### src/rtl/ps2_char_writer.sv
// ps2_char_writer: turns PS/2 set-2 scancodes into character-buffer writes.
// Decodes make/break/extended prefixes, tracks Shift, maintains a cursor, and
// runs a full-buffer blanking sweep on request.
// Optional feature macro: TYPEMATIC_FILTER_EN (suppress auto-repeat makes of
// the last printable/Backspace key until its break code arrives).
//
// Handshake: read_data is a one-cycle strobe qualifying rx_data and err in
// the same cycle; there is no back-pressure, so bytes arriving while busy=1
// (or together with clear) are dropped. wr_en is a one-cycle write pulse
// qualifying wr_addr and wr_char; the buffer is assumed always ready.
`timescale 1ns/1ps

module ps2_char_writer #(
  parameter int BUFFER_WIDTH = 12,
  parameter int BUFFER_CELLS = 108,
  parameter int ADDR_W       = 7
) (
  input  logic              clk,
  input  logic              reset,
  input  logic [7:0]        rx_data,
  input  logic              read_data,
  input  logic              err,
  input  logic              clear,
  output logic              wr_en,
  output logic [ADDR_W-1:0] wr_addr,
  output logic [7:0]        wr_char,
  output logic [ADDR_W-1:0] cursor,
  output logic              shift_active,
  output logic              busy
);

  typedef enum logic [1:0] {
    ST_IDLE      = 2'd0,
    ST_EXT       = 2'd1,
    ST_BREAK     = 2'd2,
    ST_EXT_BREAK = 2'd3
  } state_t;

  localparam logic [ADDR_W-1:0] LAST_CELL = ADDR_W'(BUFFER_CELLS - 1);
  localparam logic [31:0]       ROW_W     = 32'(BUFFER_WIDTH);
  localparam logic [31:0]       CELLS_32  = 32'(BUFFER_CELLS);

  state_t              state_q, state_d;
  logic                shift_q, shift_d;
  logic                busy_q, busy_d;
  logic [ADDR_W-1:0]   cursor_q, cursor_d;
  logic [ADDR_W-1:0]   clr_cnt_q, clr_cnt_d;
  logic                wr_en_q, wr_en_d;
  logic [ADDR_W-1:0]   wr_addr_q, wr_addr_d;
  logic [7:0]          wr_char_q, wr_char_d;
`ifdef TYPEMATIC_FILTER_EN
  logic [7:0]          last_key_q, last_key_d;
  logic                last_valid_q, last_valid_d;
`endif

  logic                repeat_hit;
  logic                is_shift_code;
  logic [7:0]          letter_lc;
  logic [7:0]          digit_ch;
  logic                print_ok;
  logic [7:0]          print_char;
  logic [ADDR_W-1:0]   cur_inc, cur_dec, enter_pos;
  logic [31:0]         cur_ext, row_next;

  // Lowercase ASCII for a set-2 letter code, 0 when not a letter.
  function automatic logic [7:0] letter_lc_of(input logic [7:0] code);
    case (code)
      8'h1C: letter_lc_of = 8'h61;  8'h32: letter_lc_of = 8'h62;
      8'h21: letter_lc_of = 8'h63;  8'h23: letter_lc_of = 8'h64;
      8'h24: letter_lc_of = 8'h65;  8'h2B: letter_lc_of = 8'h66;
      8'h34: letter_lc_of = 8'h67;  8'h33: letter_lc_of = 8'h68;
      8'h43: letter_lc_of = 8'h69;  8'h3B: letter_lc_of = 8'h6A;
      8'h42: letter_lc_of = 8'h6B;  8'h4B: letter_lc_of = 8'h6C;
      8'h3A: letter_lc_of = 8'h6D;  8'h31: letter_lc_of = 8'h6E;
      8'h44: letter_lc_of = 8'h6F;  8'h4D: letter_lc_of = 8'h70;
      8'h15: letter_lc_of = 8'h71;  8'h2D: letter_lc_of = 8'h72;
      8'h1B: letter_lc_of = 8'h73;  8'h2C: letter_lc_of = 8'h74;
      8'h3C: letter_lc_of = 8'h75;  8'h2A: letter_lc_of = 8'h76;
      8'h1D: letter_lc_of = 8'h77;  8'h22: letter_lc_of = 8'h78;
      8'h35: letter_lc_of = 8'h79;  8'h1A: letter_lc_of = 8'h7A;
      default: letter_lc_of = 8'h00;
    endcase
  endfunction

  // ASCII digit for a set-2 digit code, 0 when not a digit.
  function automatic logic [7:0] digit_of(input logic [7:0] code);
    case (code)
      8'h45: digit_of = 8'h30;  8'h16: digit_of = 8'h31;
      8'h1E: digit_of = 8'h32;  8'h26: digit_of = 8'h33;
      8'h25: digit_of = 8'h34;  8'h2E: digit_of = 8'h35;
      8'h36: digit_of = 8'h36;  8'h3D: digit_of = 8'h37;
      8'h3E: digit_of = 8'h38;  8'h46: digit_of = 8'h39;
      default: digit_of = 8'h00;
    endcase
  endfunction

  // Cursor neighbours: wrapping step forward/back and start of next row.
  assign cur_inc   = (cursor_q == LAST_CELL) ? '0 : cursor_q + ADDR_W'(1);
  assign cur_dec   = (cursor_q == '0) ? LAST_CELL : cursor_q - ADDR_W'(1);
  assign cur_ext   = 32'(cursor_q);
  assign row_next  = ((cur_ext / ROW_W) + 32'd1) * ROW_W;
  assign enter_pos = (row_next >= CELLS_32) ? '0 : row_next[ADDR_W-1:0];

  assign is_shift_code = (rx_data == 8'h12) || (rx_data == 8'h59);

`ifdef TYPEMATIC_FILTER_EN
  assign repeat_hit = last_valid_q && (rx_data == last_key_q);
`else
  assign repeat_hit = 1'b0;
`endif

  // Printable-character lookup for the current byte, honouring Shift on letters.
  always_comb begin
    letter_lc  = letter_lc_of(rx_data);
    digit_ch   = digit_of(rx_data);
    print_ok   = 1'b1;
    print_char = 8'h20;
    if (letter_lc != 8'h00) begin
      print_char = shift_q ? (letter_lc - 8'h20) : letter_lc;
    end else if (digit_ch != 8'h00) begin
      print_char = digit_ch;
    end else if (rx_data == 8'h29) begin
      print_char = 8'h20;
    end else begin
      print_ok = 1'b0;
    end
  end

  // Next-state logic: clear sweep has priority, then byte decode.
  always_comb begin
    state_d   = state_q;
    shift_d   = shift_q;
    busy_d    = busy_q;
    cursor_d  = cursor_q;
    clr_cnt_d = clr_cnt_q;
    wr_en_d   = 1'b0;
    wr_addr_d = wr_addr_q;
    wr_char_d = wr_char_q;
`ifdef TYPEMATIC_FILTER_EN
    last_key_d   = last_key_q;
    last_valid_d = last_valid_q;
`endif
    if (busy_q) begin
      // Sweep in progress: clr_cnt_q is the cell written this cycle.
      if (clr_cnt_q == LAST_CELL) begin
        busy_d    = 1'b0;
        clr_cnt_d = '0;
        cursor_d  = '0;
      end else begin
        clr_cnt_d = clr_cnt_q + ADDR_W'(1);
        wr_en_d   = 1'b1;
        wr_addr_d = clr_cnt_q + ADDR_W'(1);
        wr_char_d = 8'h20;
      end
    end else if (clear) begin
      busy_d    = 1'b1;
      clr_cnt_d = '0;
      wr_en_d   = 1'b1;
      wr_addr_d = '0;
      wr_char_d = 8'h20;
    end else if (read_data && err) begin
      state_d = ST_IDLE;
    end else if (read_data) begin
      case (state_q)
        ST_IDLE: begin
          if (rx_data == 8'hF0) begin
            state_d = ST_BREAK;
          end else if (rx_data == 8'hE0) begin
            state_d = ST_EXT;
          end else if (is_shift_code) begin
            shift_d = 1'b1;
          end else if (rx_data == 8'h5A) begin
            cursor_d = enter_pos;
          end else if (print_ok) begin
            if (!repeat_hit) begin
              wr_en_d   = 1'b1;
              wr_addr_d = cursor_q;
              wr_char_d = print_char;
              cursor_d  = cur_inc;
`ifdef TYPEMATIC_FILTER_EN
              last_key_d   = rx_data;
              last_valid_d = 1'b1;
`endif
            end
          end else if (rx_data == 8'h66) begin
            if (!repeat_hit) begin
`ifdef TYPEMATIC_FILTER_EN
              last_key_d   = rx_data;
              last_valid_d = 1'b1;
`endif
              if (cursor_q != '0) begin
                wr_en_d   = 1'b1;
                wr_addr_d = cur_dec;
                wr_char_d = 8'h20;
                cursor_d  = cur_dec;
              end
            end
          end
        end
        ST_EXT: begin
          if (rx_data == 8'hF0) begin
            state_d = ST_EXT_BREAK;
          end else begin
            state_d = ST_IDLE;
            if (rx_data == 8'h6B) begin
              cursor_d = cur_dec;
            end else if (rx_data == 8'h74) begin
              cursor_d = cur_inc;
            end
          end
        end
        ST_BREAK: begin
          state_d = ST_IDLE;
          if (is_shift_code) begin
            shift_d = 1'b0;
          end
`ifdef TYPEMATIC_FILTER_EN
          if (last_valid_q && (rx_data == last_key_q)) begin
            last_valid_d = 1'b0;
          end
`endif
        end
        default: begin
          state_d = ST_IDLE;
        end
      endcase
    end
  end

  // State and registered outputs, asynchronously cleared by reset.
  always_ff @(posedge clk or negedge reset) begin
    if (!reset) begin
      state_q   <= ST_IDLE;
      shift_q   <= 1'b0;
      busy_q    <= 1'b0;
      cursor_q  <= '0;
      clr_cnt_q <= '0;
      wr_en_q   <= 1'b0;
      wr_addr_q <= '0;
      wr_char_q <= 8'h00;
`ifdef TYPEMATIC_FILTER_EN
      last_key_q   <= 8'h00;
      last_valid_q <= 1'b0;
`endif
    end else begin
      state_q   <= state_d;
      shift_q   <= shift_d;
      busy_q    <= busy_d;
      cursor_q  <= cursor_d;
      clr_cnt_q <= clr_cnt_d;
      wr_en_q   <= wr_en_d;
      wr_addr_q <= wr_addr_d;
      wr_char_q <= wr_char_d;
`ifdef TYPEMATIC_FILTER_EN
      last_key_q   <= last_key_d;
      last_valid_q <= last_valid_d;
`endif
    end
  end

  assign wr_en        = wr_en_q;
  assign wr_addr      = wr_addr_q;
  assign wr_char      = wr_char_q;
  assign cursor       = cursor_q;
  assign shift_active = shift_q;
  assign busy         = busy_q;

endmodule

### config.mk
export PLATFORM = sky130hd
export DESIGN_NAME = ps2_char_writer
export DESIGN_NICKNAME = d
export VERILOG_FILES = /design/src/rtl/ps2_char_writer.sv
export SDC_FILE = /design/constraint.sdc
export NUM_CORES = 1
export LEC_CHECK = 0
export BUFFER_PORTS_ARGS = -buffer_cell sky130_fd_sc_hd__buf_2
export CAP_MARGIN = 40
export CORE_MARGIN = 8
export CORE_UTILIZATION = 50
export CTS_CLUSTER_SIZE = 12
export DETAILED_ROUTE_END_ITERATION = 8
export GPL_TIMING_DRIVEN = 0
export MAX_ROUTING_LAYER = met4
export PLACE_DENSITY = 0.69
export SYNTH_ARGS = -nofsm -noshare
export SYNTH_HDL_FRONTEND = slang
export SYNTH_SLANG_ARGS = --single-unit
### constraint.sdc
create_clock -name clk -period 4.7 [get_ports clk]
set_input_delay 0 -clock clk [delete_from_list [all_inputs] [get_ports clk]]
set_output_delay 0 -clock clk [all_outputs]
set_load 0.02 [all_outputs]
==> PnR_summary.wiki, run 1 <==
{| class="wikitable"
! Metric !! Value
|-
| Vias in the first global route || 3578
|-
| Via Count || 3902
|-
| Worst slew pin tran || 0.794 ns
|-
| Die area || 0.0104 sq mm
|-
| IR drop worst, VDD || about 0.23 mV
|-
| Arrival time of the worst setup path || ~4.4 ns
|-
| Post-layout worst setup margin || 0.483 ns
|-
| Leading area contributor after synthesis || dfrtp_1
|-
| Reg power frac || 32.1%
|-
| Internal portion of total power || 724 uW
|-
| Detailed-route wire length per cell || 17.9 microns
|-
| Setup crit end kind || register
|-
| Number of buffers inserted for hold repair after clock tree synthesis || 2
|-
| Critical path buffers and inverters || 4
|-
| Std-Cell Core Area || 0.00721 sq mm
|-
| Area Overhead vs Synth || 11.6%
|-
| Sink Count || 34
|-
| CP max stage cell || fa_1
|-
| Final period utilization || 89.7%
|-
| Maximum capacitance violations || 0
|-
| Critical Path Start Type || register
|-
| FF+latch count, synth || 34
|-
| Worst-path fanout max || 10
|-
| Share of the yosys chip area belonging to registers || 23.1%
|-
| Most common cell in the netlist || nand2_1
|-
| Worst setup path class || register to register
|-
| Gr usage total || 22.7%
|-
| Total detailed-routing wirelength || about 11000 microns
|-
| Share of synthesized flip-flops with an asynchronous set or reset || 100%
|-
| Port bufs || 35
|-
| Wire length of the first global-routing pass || roughly 18000 microns
|-
| Syn Inst Count || 478
|-
| Post-synth EDFFs || 0
|-
| Clock input transition at the sequential cells of the worst setup and hold paths || 0.08 ns
|-
| Number of cell rows || 31
|-
| Cell class contributing the biggest share of worst-path delay || buffers and inverters
|-
| Number of synthesis warnings || 0
|-
| Post-Syn Area || 0.00369 sq mm
|-
| Largest net degree at the start of global routing || 35
|-
| Boundary Pins || 38
|-
| Average vias per placed instance || 6.24
|-
| Highest achievable clock rate || between 0.2 and 0.25 GHz
|-
| Detailed router's first-iteration violation count || 331
|-
| Class of the worst hold path || input port to register
|-
| Share of total power in combinational logic || between 50% and 60%
|-
| Final hold viol count || 0
|-
| Resized cells post-CTS || 0
|-
| Synth cell count leaders || 57 x nand2_1, 39 x nor2_1, 36 x o21ai_0
|-
| Cells traversed along the worst timing path || buf_1 > clkbuf_1 > clkbuf_1 > ha_1 > and3b_1 > o21ai_0 > o211ai_1 > and3_1 > inv_1 > ha_1 > xor2_1 > fa_1 > xor2_1 > nand2_1 > a2111oi_2 > a32o_1
|-
| Net switching fraction of the power || 43.7%
|-
| Syn_nets || 509
|-
| Number of optimization iterations in the first detailed-route pass || 5
|-
| Antenna violations before repair || 0
|-
| Average cell area after synthesis || about 7.7 sq um
|-
| Clock Path Buffers || 2
|-
| Worst EP required || 4.93 ns
|-
| Die span in x || 102 microns
|-
| Number of distinct library cells after synthesis || 79
|-
| Relative max-transition margin || between 40% and 50%
|-
| Fraction of power consumed by the clock network || 17.9%
|-
| Gr ovfl total || 0
|-
| Outcome || finished clean
|-
| Dominant cells by area after synthesis || dfrtp_1 23%, nand2_1 5.8%, ha_1 5.8%
|-
| Clock tree from TritonCTS || done
|-
| Sum of net half-perimeters after detailed placement || 8540 microns
|-
| Final critical path time including I/O delays and setup || around 4.2 ns
|-
| Total inserted antenna cells || 0
|-
| Sum Neg Setup Slack || 0 ns
|-
| Slew Limit Fails || 0
|-
| Detailed-route DRC error count || 0
|-
| Later-pin clock latency in the skew report || 0.29 ns
|-
| Unrepaired setup endpoints after global routing || no
|-
| Height of the die || 102 microns
|-
| Share of Yosys cell area claimed by the top area cell type || between 20% and 30%
|-
| Remaining number of nets flagged by the antenna check after routing || 0
|-
| Flip-flop cell with the highest count after synthesis || dfrtp_1
|-
| Leakage Power || 0.00175 uW
|-
| Placer Congestion || 0.975
|-
| Net switching power || 561 uW
|-
| Worst slack at placement || 0.511 ns
|-
| Layout cells sized above 1 || around 17%
|-
| Number of levels the H-tree was split into || 2
|-
| PwrDens || a little over 300 mW/mm^2
|-
| Final #Nets || 556
|-
| Buffers inserted during post-CTS setup optimization || 0
|-
| Root Driver || clkbuf_8
|-
| Max Clock Skew || 0.0153 ns
|-
| Setup violators final || 0
|-
| Total clock buffers created by CTS || 5
|-
| Starting utilization of the core area || between 50 and 60%
|-
| Biggest cell delay along the critical path || around 0.46 ns
|}
==> kinds of logic (layout without fill, tap and decap cells) <==
family,after synthesis,in the layout,synth area share [%]
AOI/OAI and AO/OA,141,141,26.3
xor gates and xnor gates,20,20,4.75
muxes,11,11,3.36
and+or+nand+nor,201,201,29.0
buffers and inverters,53,101,7.23
DFF,34,34,23.1
adders and majority gates,18,18,6.31
==> stage by stage <==
step | power [uW] | instances | utilization [%] | cell area [sq um] | hold slack (ns)
final | 1280 | 625 | 57.1 | 4120 | 0.0715
after global routing | 1380 | 625 | 57.1 | 4120 | 0.104
after CTS | 1280 | 625 | 57.1 | 4120 | 0.0562
after detailed placement | 1050 | 615 | 55.5 | 4010 | 0.126
after global placement | 1040 | 612 | 55.3 | 3990 | 0.111
after floorplan | 879 | 478 | - | 3690 | -0.296
==> power groups by stage <==
stage	sequential (uW)	clock [uW]	combinational (uW)
after floorplan	450	0	430
after global placement	415	0	630
after detailed placement	419	0	634
after CTS	413	234	638
after global routing	424	247	712
final	413	230	642
==> tightest hold or removal path: stages <==
cell     delay [ns]
buf_2          0.13
nor3_1         0.05
nand2_1        0.05
o21ai_0        0.07
==> path summary, 6_finish.rpt <==
path,cells past startpoint,end,slack (ns),start
worst max-delay path,16,cursor[5],0.48,cursor[5]
worst min-delay path,4,state_q[0],0.07,err
worst max register to register,16,cursor[5],0.48,cursor[5]
worst min register to register,2,wr_char[6],0.47,wr_char[6]
max in group asynchronous,2,wr_addr[5],3.87,reset
min in group asynchronous,2,cursor[0],0.32,reset
==> cell usage in the layout, fill, tap and decap left out, drive strengths merged, types with 14 or more instances in the layout <==
cell type	synthesis	layout
a21oi	26	26
a31oi	14	14
buf	24	61
clkbuf	11	18
dfrtp	34	34
ha	17	17
inv	18	18
nand2	60	60
nand2b	20	20
nand3	19	19
nor2	40	40
nor3	15	15
o21ai	40	40
xnor2	14	14
==> state kept, by name, indices dropped and copies added, names as in the netlist <==
signal / cells
busy: 1
clr_cnt_q: 7
cursor: 7
shift_active: 1
state_q: 2
wr_addr: 7
wr_char: 8
wr_en: 1
==> metal layers <==
layer	vias to the layer above	GRT usage (%)	routed length, microns
li1	1850	-	-
met1	1890	31.5	5260
met2	151	34.0	5040
met3	11	3.27	794
met4	0	5.42	123
met5	-	-	0
==> layout make-up <==
class | instances | area, sq um
Sequential cell | 34 | 851
Clock inverter | 1 | 5.00
Fill cell | 734 | 3100
Multi-Input combinational cell | 391 | 2570
Buffer | 35 | 199
Tap cell | 99 | 124
Inverter | 18 | 67.6
Clock buffer | 7 | 86.3
Timing Repair Buffer | 40 | 214
(Power assumes the default switching activity.)
==> inputs of run 2 (changes only) <==
--- a/config.mk
+++ b/config.mk
@@ -8,12 +8,12 @@
 export BUFFER_PORTS_ARGS = -buffer_cell sky130_fd_sc_hd__buf_2
 export CAP_MARGIN = 40
 export CORE_MARGIN = 8
-export CORE_UTILIZATION = 50
+export CORE_UTILIZATION = 55
 export CTS_CLUSTER_SIZE = 12
 export DETAILED_ROUTE_END_ITERATION = 8
 export GPL_TIMING_DRIVEN = 0
 export MAX_ROUTING_LAYER = met4
-export PLACE_DENSITY = 0.69
+export PLACE_DENSITY = 0.75
 export SYNTH_ARGS = -nofsm -noshare
 export SYNTH_HDL_FRONTEND = slang
 export SYNTH_SLANG_ARGS = --single-unit
==> PnR_summary.wiki, run 2 (same netlist as run 1, synthesis figures left out) <==
{| class="wikitable"
! Metric !! Value
|-
| Leading cell type in the layout, fill and taps excluded || nand2_1
|-
| Starting utilization of the core area || 55.5%
|-
| Crit path launch || cursor[5]
|-
| Std-Cell Core Area || approximately 0.0066 sq mm
|-
| Clock input transition at the sequential cells of the worst setup and hold paths || 0.08 ns
|-
| Area Overhead vs Synth || 12.2%
|-
| Gr usage total || roughly 23%
|-
| IR drop worst, VDD || about 0.21 mV
|-
| Biggest cell delay along the critical path || 0.42 ns
|-
| Total inserted antenna cells || 0
|-
| Worst-path fanout max || 10
|-
| Antenna violations before repair || 0
|-
| CP max stage cell || dfrtp_1
|-
| Largest net degree at the start of global routing || 35
|-
| Leakage Power || 0.00177 uW
|-
| Cells traversed along the worst timing path || buf_1 > clkbuf_1 > clkbuf_1 > ha_1 > and3b_1 > o21ai_0 > o211ai_1 > and3_1 > inv_1 > ha_1 > xor2_1 > ha_1 > a21o_1 > a21oi_1 > xnor2_1 > a21oi_1 > nand3_1 > a32o_1
|-
| Slew Limit Fails || 0
|-
| Detailed router's first-iteration violation count || 424
|-
| Relative max-transition margin || 47.9%
|-
| Highest achievable clock rate || 0.234 GHz
|-
| Clock Path Buffers || 2
|-
| Final period utilization || between 90% and 100%
|-
| Total detailed-routing wirelength || 10800 microns
|-
| Sequential cell area || roughly 850 sq um
|-
| Detailed-route DRC error count || 0
|-
| Die area || about 0.0096 sq mm
|-
| Via Count || approximately 3900
|-
| Final #Nets || 556
|-
| HP Start || err
|-
| Worst slack at placement || 0.493 ns
|-
| Most frequent cells in the layout || 57 x nand2_1, 48 x buf_2, 39 x nor2_1, 36 x o21ai_0, 34 x dfrtp_1
|-
| Count of placed standard cells in the final layout, fillers left out || 606
|-
| Later-pin clock latency in the skew report || slightly below 0.3 ns
|-
| Number of cells after detailed placement || around 600
|-
| Die span in x || 97.9 microns
|-
| Placer Congestion || between 1 and 1.5
|-
| Flip-flop count of the largest register after layout || 8
|-
| Post-layout worst setup margin || 0.425 ns
|-
| Setup crit end kind || register
|-
| Maximum capacitance violations || 0
|-
| Final hold viol count || 0
|-
| Remaining number of nets flagged by the antenna check after routing || 0
|-
| FF-to-FF setup slack || 0.43 ns
|-
| Setup violators final || 0
|-
| Unrepaired setup endpoints after global routing || no
|-
| Worst setup path class || register to register
|-
| Layout cells sized above 1 || 16.7%
|-
| Number of cell rows || 30
|-
| Critical Path Start Type || register
|-
| Reg-to-reg startpoint || cursor[5]
|-
| Total of fill cells in the finished design || ~640
|-
| Number of optimization iterations in the first detailed-route pass || 5
|-
| Wire length of the first global-routing pass || 17600 microns
|-
| Port bufs || 35
|-
| PwrDens || between 300 and 400 mW/mm^2
|-
| Average vias per placed instance || 6.42
|-
| Max Clock Skew || about 0.013 ns
|-
| Cell repeated most along the worst path || ha_1
|-
| Outcome || finished clean
|-
| Arrival time of the worst setup path || 4.46 ns
|-
| Cell area after layout || about 0.0041 sq mm
|-
| Height of the die || 97.9 microns
|-
| Root Driver || clkbuf_8
|-
| Class of the worst hold path || input port to register
|-
| Number of levels the H-tree was split into || 2
|-
| Worst EP required || 4.89 ns
|-
| Clock tree from TritonCTS || done
|-
| Detailed-route wire length per cell || between 15 and 20 microns
|-
| Boundary Pins || 38
|-
| Vias in the first global route || 3606
|-
| Gr ovfl total || 0
|-
| End of the worst register-to-register path || cursor[6]
|-
| Sum of net half-perimeters after detailed placement || 8220 microns
|-
| Sum Neg Setup Slack || 0 ns
|-
| Worst slew pin tran || 0.781 ns
|-
| Area occupied by multi-input gates || 0.00257 sq mm
|-
| Destination of the critical timing path || cursor[6]
|-
| Total clock buffers created by CTS || 5
|-
| Placement-stage cell area || 0.00398 sq mm
|-
| Sink Count || 34
|-
| Depth of the worst register-to-register path || 18
|-
| Final critical path time including I/O delays and setup || 4.27 ns
|}
[run 2: how the worst min path moves through the flow]
| stage | to | cells after the start |
|---|---|---|
| after global placement | wr_char[7] | 1 |
| after CTS | state_q[0] | 4 |
| after detailed placement | wr_char[2] | 1 |
| after floorplan | busy | 0 |
| after global routing | state_q[0] | 4 |
| final | state_q[0] | 4 |
[run 2: what timing repair did]
action                                 4_1_cts  5_1_grt
setup endpoints to repair                    0        0
buffers inserted                             0        0
endpoints found under the hold margin       35        0
hold buffers                                 2        0
gates resized for setup                      0        0
[run 2: area by class of cell]
| cell class | count | area share, % |
|---|---|---|
| Inverter | 18 | 1.63 |
| Clock buffer | 5 | 1.66 |
| Clock inverter | 3 | 1.66 |
| Buffer | 35 | 4.81 |
| Timing Repair Buffer | 40 | 5.17 |
| Sequential cell | 34 | 20.6 |
| Multi-Input combinational cell | 391 | 62.1 |
| Tap cell | 80 | 2.42 |
[run 2: worst max-delay path, delay by kind of cell (launching register included)]
kind | cells | cell delay, ns
adder cells (fa/ha/maj) | 3 | 0.77
buffers and inverters | 4 | 1.02
flip-flops | 1 | 0.42
AND/OR/NAND/NOR | 3 | 0.54
AO/OA/AOI/OAI | 6 | 0.99
XOR/XNOR | 2 | 0.42
[run 2: metal layers]
metal  share of wire (%)  global-route usage [%]  wire, microns
met5                   0                       -              0
met4                 2.2                    6.83            238
met3                 7.7                    3.20            827
met2                  45                    34.2           4850
met1                  45                    30.2           4880
[run 2: where the power goes]
group          internal [uW]  total, uW  switching, uW
sequential               356        414           58.3
combinational            250        645            395
clock                    213        328            116
total                    819       1390            569
[run 2: through the flow]
stage               total power [uW]  utilization [%]  hold WS, ns
floorplan                        879                -       -0.296
global placement                1030             59.7        0.115
detailed placement              1050             59.9        0.122
CTS                             1390             62.3       0.0446
global route                    1480             62.3        0.124
finish                          1390             62.3       0.0571
==> inputs of run 3 (changes only) <==
--- a/config.mk
+++ b/config.mk
@@ -5,6 +5,7 @@
 export SDC_FILE = /design/constraint.sdc
 export NUM_CORES = 1
 export LEC_CHECK = 0
+export ABC_AREA = 1
 export BUFFER_PORTS_ARGS = -buffer_cell sky130_fd_sc_hd__buf_2
 export CAP_MARGIN = 40
 export CORE_MARGIN = 8
@@ -13,7 +14,7 @@
 export DETAILED_ROUTE_END_ITERATION = 8
 export GPL_TIMING_DRIVEN = 0
 export MAX_ROUTING_LAYER = met4
-export PLACE_DENSITY = 0.75
+export PLACE_DENSITY = 0.76
 export SYNTH_ARGS = -nofsm -noshare
 export SYNTH_HDL_FRONTEND = slang
 export SYNTH_SLANG_ARGS = --single-unit
==> PnR_summary.wiki, run 3 <==
{| class="wikitable"
! Metric !! Value
|-
| Detailed router's first-iteration violation count || 247
|-
| Antenna violations before repair || 0
|-
| Cell repeated most along the worst path || nand2_1
|-
| Largest net degree at the start of global routing || 35
|-
| Share of the yosys chip area belonging to registers || 24.5%
|-
| Share of Yosys cell area claimed by the top area cell type || 24.5%
|-
| Clock Path Buffers || 2
|-
| Clock tree from TritonCTS || done
|-
| Synth cell count leaders || 169 x nand2_1, 66 x nand3_1, 64 x inv_1
|-
| Sequential cell area || ~850 sq um
|-
| Post-synth EDFFs || 0
|-
| Starting utilization of the core area || 55.9%
|-
| Relative max-transition margin || approximately half
|-
| Total clock buffers created by CTS || 5
|-
| Max Clock Skew || 0.00435 ns
|-
| Post-Syn Area || 0.00347 sq mm
|-
| IR drop worst, VDD || 0.306 mV
|-
| Height of the die || 95.4 microns
|-
| Sum Neg Setup Slack || 0 ns
|-
| Gr usage total || 22.5%
|-
| Gr ovfl total || 0
|-
| Root Driver || clkbuf_8
|-
| Average vias per placed instance || 5.54
|-
| Biggest cell delay along the critical path || 0.40 ns
|-
| Total inserted antenna cells || 0
|-
| Number of levels the H-tree was split into || 2
|-
| Highest achievable clock rate || 0.276 GHz
|-
| Wire length of the first global-routing pass || around 16000 microns
|-
| Leakage Power || 0.00209 uW
|-
| Leading cell type in the layout, fill and taps excluded || nand2_1
|-
| Critical path buffers and inverters || 4
|-
| Worst-path fanout max || 10
|-
| Depth of the worst register-to-register path || 24
|-
| Worst setup path class || register to register
|-
| Remaining number of nets flagged by the antenna check after routing || 0
|-
| Buffers inserted during post-CTS setup optimization || 0
|-
| Most frequent cells in the layout || 169 x nand2_1, 66 x nand3_1, 64 x inv_1, 59 x nor2_1, 38 x buf_2
|-
| Path length in cells of the critical path || 24
|-
| Port bufs || 36
|-
| Setup crit end kind || register
|-
| Detailed-route wire length per cell || around 14 microns
|-
| Total of fill cells in the finished design || 611
|-
| Leading area contributor after synthesis || dfrtp_1
|-
| Final critical path time including I/O delays and setup || 3.62 ns
|-
| Dominant cells by area after synthesis || dfrtp_1 25%, nand2_1 18%, nand3_1 9.5%
|-
| Sink Count || 34
|-
| Cells traversed along the worst timing path || buf_2 > clkbuf_1 > ha_1 > inv_1 > nand3_1 > nand2_1 > nand2_1 > nand2_1 > nand3_1 > nand2_1 > nor2_1 > inv_1 > ha_1 > xor2_1 > ha_1 > nand2_1 > nand2_1 > a31oi_1 > nand3_1 > nand2_1 > nand2_1 > nand2_1 > nand2_1 > o21ai_0
|-
| Placer Congestion || roughly 0.92
|-
| Die span in x || between 90 and 100 microns
|-
| Area Overhead vs Synth || 10.9%
|-
| Number of distinct library cells after synthesis || 39
|-
| Flip-flop cell with the highest count after synthesis || dfrtp_1
|-
| Area occupied by multi-input gates || 0.00223 sq mm
|-
| Worst EP required || 4.89 ns
|-
| Worst slew pin tran || between 0.7 and 0.8 ns
|-
| Unrepaired setup endpoints after global routing || no
|-
| Final #Nets || 635
|-
| FF+latch count, synth || 34
|-
| Final hold viol count || 0
|-
| Maximum capacitance violations || 0
|-
| Worst Hold Path Cells || 3
|-
| Clock input transition at the sequential cells of the worst setup and hold paths || 0.07 ns
|-
| Cell class contributing the biggest share of worst-path delay || simple AND/OR/NAND/NOR gates
|-
| Critical Path Start Type || register
|-
| Share of synthesized flip-flops with an asynchronous set or reset || 100%
|-
| Syn_nets || 591
|-
| Final period utilization || 77.0%
|-
| Number of optimization iterations in the first detailed-route pass || 5
|-
| Via Count || 3779
|-
| Average cell area after synthesis || 6.19 sq um
|-
| Outcome || finished clean
|-
| Slew Limit Fails || 0
|-
| Later-pin clock latency in the skew report || 0.28 ns
|-
| Most common cell in the netlist || nand2_1
|-
| Class of the worst hold path || input port to register
|-
| Setup violators final || 0
|-
| Number of synthesis warnings || 0
|-
| Boundary Pins || 38
|-
| Syn Inst Count || 560
|-
| PwrDens || 289 mW/mm^2
|-
| Total detailed-routing wirelength || 9500 microns
|-
| Vias in the first global route || roughly 3600
|-
| Die area || 0.00910 sq mm
|-
| Number of cell rows || 29
|-
| Arrival time of the worst setup path || 3.81 ns
|-
| Sum of net half-perimeters after detailed placement || 7560 microns
|-
| Detailed-route DRC error count || 0
|-
| Std-Cell Core Area || 0.00620 sq mm
|-
| Layout cells sized above 1 || 12.7%
|-
| CP max stage cell || dfrtp_1
|-
| Flip-flop count of the largest register after layout || 8
|-
| Utilization after layout || 61.9%
|}
run 3: changes by cell type after synthesis, sizes merged, moves of 13 or more:
cell	change
nand2	+117
nand2b	-20
inv	+50
xnor2	-13
buf	-14
nor2	+25
nand3	+50
run 3: kinds of logic after synthesis:
| group | after synthesis | share of synthesized area, % |
|---|---|---|
| adder cells (fa/ha/maj) | 18 | 6.71 |
| AND/OR/NAND/NOR | 333 | 42.9 |
| flip-flops | 34 | 24.5 |
| buffers and inverters | 87 | 11.0 |
| XOR/XNOR | 6 | 1.52 |
| AO/OA/AOI/OAI | 82 | 13.3 |
run 3: cell type report:
type / instances / share of cell area, %
Multi-Input combinational cell: 439 / 58.1
Inverter: 70 / 6.90
Buffer: 17 / 2.99
Tap cell: 77 / 2.51
Sequential cell: 34 / 22.1
Timing Repair Buffer: 37 / 4.95
Clock buffer: 7 / 2.25
Clock inverter: 1 / 0.130
run 3: where the power goes:
group          internal [uW]  leakage, uW  switching [uW]
sequential               364     0.000421            51.1
combinational            166      0.00162             301
clock                    118    0.0000482             110
total                    648      0.00209             462
run 3: worst paths after layout:
kind | to | slack [ns] | startpoint
setup reg to reg | cursor[6] | 1.08 | cursor[5]
hold reg to reg | wr_char[6] | 0.49 | wr_char[6]
setup / recovery | cursor[6] | 1.08 | cursor[5]
hold / removal | busy | 0.05 | clear
min in group asynchronous | cursor[4] | 0.31 | reset
max in group asynchronous | wr_en | 3.90 | reset
run 3: metal layers:
metal  vias up  GRT usage (%)  wire (microns)
met5         -              -               0
li1       1924              -               -
met2       127           36.4            4460
met4         0           7.17             211
met3        21           3.23             551
met1      1707           28.2            4280
run 3: through the flow:
stage               hold WS, ns  instance area [sq um]  total power [uW]  setup slack (ns)  std cells
floorplan                -0.296                   3470               757              1.43        560
global route             0.0769                   3840              1190             0.764        682
finish                   0.0516                   3840              1110              1.08        682
detailed placement        0.114                   3740               885              1.13        673
global placement         0.0993                   3740               874              1.26        673
CTS                      0.0571                   3840              1110              1.10        682
run 3: repair_timing:
| action | in CTS | in global routing |
|---|---|---|
| hold buffers | 1 | 0 |
| endpoints found under the hold margin | 34 | 0 |
| resized for setup | 0 | 0 |
run 3: tightest hold or removal path, stage by stage:
cell and delay (ns):
buf_2 0.07, nor2_1 0.07, nor2_1 0.14
